===== src/rtl/dmem_arb_pkg.sv =====
// Shared types and default widths for the data-memory arbiter.
package dmem_arb_pkg;

   typedef enum logic {
      ARB_IDLE = 1'b0,
      ARB_EXT  = 1'b1
   } arb_state_e;

   localparam int ADDR_W_DEF = 32;
   localparam int DATA_W_DEF = 32;
   localparam int LEN_W_DEF  = 4;

endpackage


===== src/rtl/burst_addr_gen.sv =====
// Latches a burst's base and length at grant and steps the beat counter,
// giving the address of the current beat and whether it is the last one.
module burst_addr_gen #(
   parameter int ADDR_W = 32,
   parameter int LEN_W  = 4
) (
   input  logic              clk,
   input  logic              reset,
   input  logic              load,
   input  logic              advance,
   input  logic [ADDR_W-1:0] base_in,
   input  logic [LEN_W-1:0]  len_in,
   output logic [ADDR_W-1:0] addr,
   output logic              last
);

   logic [ADDR_W-1:0] base_q;
   logic [LEN_W-1:0]  len_q;
   logic [LEN_W-1:0]  cnt_q;
   logic [LEN_W-1:0]  next_cnt;

   assign next_cnt = cnt_q + LEN_W'(1);
   // Address arithmetic wraps modulo 2^ADDR_W.
   assign addr     = base_q + ADDR_W'(cnt_q);
   assign last     = (cnt_q == len_q);

   // Beat 0 goes out from the live request, so the counter starts at 1.
   always_ff @(posedge clk or negedge reset) begin
      if (!reset) begin
         base_q <= '0;
         len_q  <= '0;
         cnt_q  <= '0;
      end else if (load) begin
         base_q <= base_in;
         len_q  <= len_in;
         cnt_q  <= LEN_W'(1);
      end else if (advance) begin
         cnt_q  <= next_cnt;
      end
   end

endmodule


===== src/rtl/dmem_arbiter.sv =====
// Single-port data memory shared by the CPU (priority) and an external burst
// port with bounded wait. dbg_state exposes the FSM state.
module dmem_arbiter
   import dmem_arb_pkg::*;
#(
   parameter int ADDR_W   = ADDR_W_DEF,
   parameter int DATA_W   = DATA_W_DEF,
   parameter int LEN_W    = LEN_W_DEF,
   parameter int MAX_WAIT = 4
) (
   input  logic              clk,
   input  logic              reset,
   input  logic              cpu_r,
   input  logic              cpu_w,
   input  logic [ADDR_W-1:0] cpu_addr,
   input  logic [DATA_W-1:0] cpu_wdata,
   output logic              cpu_stall,
   output logic [DATA_W-1:0] cpu_rdata,
   output logic              cpu_rvalid,
   input  logic              ext_req,
   input  logic              ext_we,
   input  logic [ADDR_W-1:0] ext_addr,
   input  logic [LEN_W-1:0]  ext_len,
   input  logic [DATA_W-1:0] ext_wdata,
   output logic              ext_gnt,
   output logic              ext_beat,
   output logic [DATA_W-1:0] ext_rdata,
   output logic              ext_rvalid,
   output logic              ext_done,
   output logic              mem_r,
   output logic              mem_w,
   output logic [ADDR_W-1:0] mem_addr,
   output logic [DATA_W-1:0] mem_wdata,
   input  logic [DATA_W-1:0] mem_rdata,
   output arb_state_e        dbg_state
);

   localparam int WAIT_W = $clog2(MAX_WAIT + 1);

   arb_state_e        state, next_state;
   logic [WAIT_W-1:0] wait_cnt, wait_nxt;
   logic              we_q;
   logic              cpu_rvalid_q, ext_rvalid_q;
   logic              cpu_rd_go, ext_rd_go;
   logic              load, advance;
   logic              cpu_acc, ext_prio;
   logic [ADDR_W-1:0] gen_addr;
   logic              gen_last;

   burst_addr_gen #(.ADDR_W(ADDR_W), .LEN_W(LEN_W)) u_gen (
      .clk     (clk),
      .reset   (reset),
      .load    (load),
      .advance (advance),
      .base_in (ext_addr),
      .len_in  (ext_len),
      .addr    (gen_addr),
      .last    (gen_last)
   );

   assign cpu_acc    = cpu_r | cpu_w;
   assign ext_prio   = ext_req && (wait_cnt == WAIT_W'(MAX_WAIT));
   assign cpu_rdata  = mem_rdata;
   assign ext_rdata  = mem_rdata;
   assign cpu_rvalid = cpu_rvalid_q;
   assign ext_rvalid = ext_rvalid_q;
   assign dbg_state  = state;

   always_ff @(posedge clk or negedge reset) begin
      if (!reset) begin
         state        <= ARB_IDLE;
         wait_cnt     <= '0;
         we_q         <= 1'b0;
         cpu_rvalid_q <= 1'b0;
         ext_rvalid_q <= 1'b0;
      end else begin
         state        <= next_state;
         wait_cnt     <= wait_nxt;
         cpu_rvalid_q <= cpu_rd_go;
         ext_rvalid_q <= ext_rd_go;
         if (load) we_q <= ext_we;
      end
   end

   // Outputs are gated by reset so nothing reaches memory while it is held.
   always_comb begin
      next_state = state;
      wait_nxt   = wait_cnt;
      load       = 1'b0;
      advance    = 1'b0;
      cpu_stall  = 1'b0;
      ext_gnt    = 1'b0;
      ext_beat   = 1'b0;
      ext_done   = 1'b0;
      mem_r      = 1'b0;
      mem_w      = 1'b0;
      mem_addr   = '0;
      mem_wdata  = '0;
      cpu_rd_go  = 1'b0;
      ext_rd_go  = 1'b0;
      if (reset) begin
         case (state)
            ARB_IDLE: begin
               if (cpu_acc && !ext_prio) begin
                  mem_w     = cpu_w;
                  mem_r     = cpu_r & ~cpu_w;
                  mem_addr  = cpu_addr;
                  mem_wdata = cpu_wdata;
                  cpu_rd_go = cpu_r & ~cpu_w;
                  if (!ext_req) wait_nxt = '0;
                  else if (wait_cnt != WAIT_W'(MAX_WAIT)) wait_nxt = wait_cnt + WAIT_W'(1);
               end else if (ext_req) begin
                  ext_gnt   = 1'b1;
                  ext_beat  = 1'b1;
                  mem_w     = ext_we;
                  mem_r     = ~ext_we;
                  mem_addr  = ext_addr;
                  mem_wdata = ext_wdata;
                  ext_rd_go = ~ext_we;
                  cpu_stall = cpu_acc;
                  load      = 1'b1;
                  wait_nxt  = '0;
                  if (ext_len == '0) ext_done = 1'b1;
                  else next_state = ARB_EXT;
               end else begin
                  wait_nxt = '0;
               end
            end
            ARB_EXT: begin
               ext_beat  = 1'b1;
               mem_w     = we_q;
               mem_r     = ~we_q;
               mem_addr  = gen_addr;
               mem_wdata = ext_wdata;
               ext_rd_go = ~we_q;
               cpu_stall = cpu_acc;
               if (gen_last) begin
                  ext_done   = 1'b1;
                  next_state = ARB_IDLE;
               end else begin
                  advance = 1'b1;
               end
            end
            default: next_state = ARB_IDLE;
         endcase
      end
   end

endmodule

===== config.mk =====
export PLATFORM = sky130hd
export DESIGN_NAME = dmem_arbiter
export DESIGN_NICKNAME = d
export VERILOG_FILES = /design/src/rtl/dmem_arb_pkg.sv /design/src/rtl/burst_addr_gen.sv /design/src/rtl/dmem_arbiter.sv
export SDC_FILE = /design/constraint.sdc
export NUM_CORES = 1
export LEC_CHECK = 0
export BUFFER_PORTS_ARGS = -buffer_cell sky130_fd_sc_hd__buf_4
export CELL_PAD_IN_SITES_DETAIL_PLACEMENT = 0
export CELL_PAD_IN_SITES_GLOBAL_PLACEMENT = 1
export CORE_UTILIZATION = 32
export CTS_BUF_LIST = sky130_fd_sc_hd__clkbuf_16
export CTS_CLUSTER_SIZE = 14
export DETAILED_ROUTE_END_ITERATION = 12
export GPL_ROUTABILITY_DRIVEN = 0
export GPL_TIMING_DRIVEN = 0
export PLACE_DENSITY_LB_ADDON = 0.1
export SLEW_MARGIN = 20
export SYNTH_ARGS = -nofsm -noshare
export SYNTH_HDL_FRONTEND = slang
export SYNTH_SLANG_ARGS = --single-unit
export TNS_END_PERCENT = 5

===== constraint.sdc =====
create_clock -name clk -period 5.57 [get_ports clk]
set_input_delay 0.2785 -clock clk [delete_from_list [all_inputs] [get_ports clk]]
set_output_delay 0.2785 -clock clk [all_outputs]
set_load 0.005 [all_outputs]

==> impl_metrics.json <==
{
  "num_rows": 43,
  "coreArea_mm2": 0.0139,
  "drt-initial-drc-count": 377,
  "num_vias": 5639,
  "pin_count": 307,
  "clockBufferDepth": 2,
  "clkPwrFrac_pct": 12.8,
  "ir_drop_mv": 0.159,
  "syn_avg_cell_area_um2": 8.42,
  "slowest_delay_ns": 0.79,
  "cts_resized": 0,
  "rrSetupSlack_ns": 2.78,
  "pre_cts_ws_ns": 2.37,
  "min_period_ns": 3.50,
  "rsz0062_at_grt": "no",
  "drive_above_1_share_pct": 47.5,
  "async_flop_share_pct": 100,
  "syn_inst": 544,
  "antenna_left": 0,
  "period_share_pct": 62.8,
  "yosys.area.top_type": "dfrtp_1",
  "synth_edf_count": 0,
  "start_util_pct": 32.9,
  "critPathTopFamily": "compound AO/OA/AOI/OAI gates",
  "clock_latency_ns": 0.29,
  "p_leak_nw": 3.27,
  "cp_data_required_time_ns": 5.29,
  "hp-class": "in -> async",
  "dp_hpwl_um": 15200,
  "cellPowerDensity_mw_per_mm2": 384,
  "die_h_um": 122,
  "ys_warn_count": 0,
  "cts_max_level": 2,
  "worstSetupEndpointType": "primary output",
  "num_antenna_cells": 0,
  "slew_headroom_pct": 28.7,
  "setup_viol": 0,
  "wl_per_cell_um": 19.6,
  "cts.clk_slew.worst_paths_ns": 0.07,
  "area_delta_synth_final_pct": 53.4,
  "nNetsFinal": 1003,
  "synth_common_cells": "buf_4, dfrtp_1, nand2_1",
  "finalHoldViolations": 0,
  "synth_most_common_cell": "buf_4",
  "wl_met2_um": 9720,
  "first_pass_iters": 5,
  "crit_chain": "inv_1, ha_1, a2bb2oi_1, nor2_1, o21a_1, buf_2, clkbuf_1, a22o_1, buf_4",
  "slowest_stage": "a2bb2oi_1",
  "slew_viol_final": 0,
  "synth_area_leaders": "dfrtp_1, buf_4, mux2_2",
  "p_sw_mw": 1.18,
  "worst_slack_ns": 2.07,
  "arrival_ns": 3.22,
  "status": "complete, no violations",
  "cts_tree": "built",
  "drc": 0,
  "wl_met3_um": 1880,
  "root_buffer": "clkbuf_16",
  "ys_types": 61,
  "antenna_found_initial": 0,
  "detail_route.wirelength_um": 19700,
  "numCtsBuffers": 5,
  "grt_max_degree": 49,
  "critPathMaxFanout": 10,
  "power_frac_seq_pct": 26.1,
  "cap_viol_max_count": 0,
  "top_layer": "met4",
  "switching_share_pct": 43.8,
  "grt_pass1_wl_um": 28800,
  "drt-vias-per-instance": 5.61,
  "grt_usage_pct": 25.7,
  "yosys.area.top_type_share_pct": 25.7,
  "setup.worst_path.class": "reg -> out",
  "internal-power_mw": 1.52,
  "worstSetupStartpointType": "flop",
  "synth_nets": 722,
  "worst_pin_slew_ns": 1.07,
  "ys_seq_area_share_pct": 25.7,
  "fmax_mhz": 286,
  "n_fill_cell": 1397,
  "cts_sinks": 47,
  "grt_pass1_vias": 5359,
  "p_comb_share_pct": 61.1,
  "synth_seq_cells": 47,
  "die_w_um": 122,
  "io_buffers": 274,
  "setup_tns_ns": 0,
  "synthFlopType": "dfrtp_1",
  "clock_skew_ns": 0.00727,
  "cp.buffers_inverters": 4,
  "globalRouteOverflowTotal": 0,
  "cts_setup_buffers": 0,
  "cts_hold_buffers": 0,
  "dieArea_mm2": 0.0148,
  "netlist_area_mm2": 0.00458,
  "drt-met1-wl_um": 7690
}
power groups by stage:
| stage | combinational [mW] | clock [mW] | sequential, mW |
|---|---|---|---|
| final | 1.65 | 0.346 | 0.704 |
| after detailed placement | 1.63 | 0 | 0.703 |
| after floorplan | 0.972 | 0 | 0.649 |
| after CTS | 1.64 | 0.354 | 0.697 |
| after global placement | 1.60 | 0 | 0.696 |
| after global routing | 1.79 | 0.370 | 0.731 |
registers in the layout, summed over array words and instances, names as in the netlist:
name	cells
cpu_rvalid	1
dbg_state	1
ext_rvalid	1
u_gen.base_q	32
u_gen.cnt_q	4
u_gen.len_q	4
wait_cnt	3
we_q	1
path summary, 6_finish.rpt:
path | from | to | cells after the start
min in group clk | ext_addr[5] | u_gen.base_q[5]$_DFFE_PN0P_ | 3
max in group asynchronous | reset | u_gen.base_q[30]$_DFFE_PN0P_ | 1
hold / removal | reset | u_gen.base_q[1]$_DFFE_PN0P_ | 1
setup / recovery | wait_cnt[0]$_DFFE_PN0P_ | mem_wdata[9] | 9
setup reg to reg | wait_cnt[0]$_DFFE_PN0P_ | ext_rvalid$_DFF_PN0_ | 8
hold reg to reg | we_q$_DFFE_PN0P_ | we_q$_DFFE_PN0P_ | 1
routing by layer:
metal / track usage (%) / up-vias
met5: 0 / -
met3: 5.52 / 32
met4: 7.95 / 0
met1: 32.7 / 2670
met2: 43.3 / 336
li1: - / 2601
stage by stage:
stage	total power [mW]	cells	area, um2	hold slack [ns]	utilization (%)
floorplan	1.62	544	4580	-0.0171	-
global placement	2.30	998	6860	0.361	49.2
detailed placement	2.33	998	6860	0.363	49.2
CTS	2.69	1006	7030	0.0519	50.4
global route	2.90	1006	7030	0.0790	50.4
finish	2.70	1006	7030	0.0205	50.4
cells in the final DEF, fill, tap and decap left out, types with 3 or more instances in the layout:
master       n
a211oi_1    20
a21o_1       3
a21oi_1     15
a221oi_1    10
a22o_1      32
a311oi_1    17
a32o_1       3
and2_1       5
and3_1      11
and4_1       8
buf_1        6
buf_2        6
buf_4      339
clkbuf_1    29
clkbuf_16    5
clkinv_1     3
dfrtp_1     47
ha_1         7
inv_1       14
mux2_2      31
nand2_1     37
nand2b_1     7
nand3_1     18
nand4_1     15
nor2_1      16
nor2b_1      5
nor3_1      16
nor4_1      10
o211ai_1     6
o21a_1       3
o21ai_0     17
o311a_1      3
o311ai_0     3
o31ai_1      7
o32ai_1      3
or4_1        7
xnor2_1      9
cell type report:
class                           count  area, um2  share of cell area (%)
Buffer                            106        649                    9.24
Clock buffer                        5        125                    1.78
Clock inverter                      3       38.8                   0.552
Inverter                           16       60.1                   0.855
Tap cell                          180        225                    3.21
Sequential cell                    47       1180                    16.7
Timing Repair Buffer              274       2060                    29.3
Multi-Input combinational cell    375       2690                    38.3
cells by family after synthesis:
logic type               share of synthesized area (%)
AND/OR/NAND/NOR                                   20.2
adder cells (fa/ha/maj)                           2.35
flip-flops                                        25.7
AO/OA/AOI/OAI                                     26.7
buffers and inverters                             15.5
XOR/XNOR                                          1.72
multiplexers                                      7.84
No activity file was read; power rests on OpenSTA's default activity.
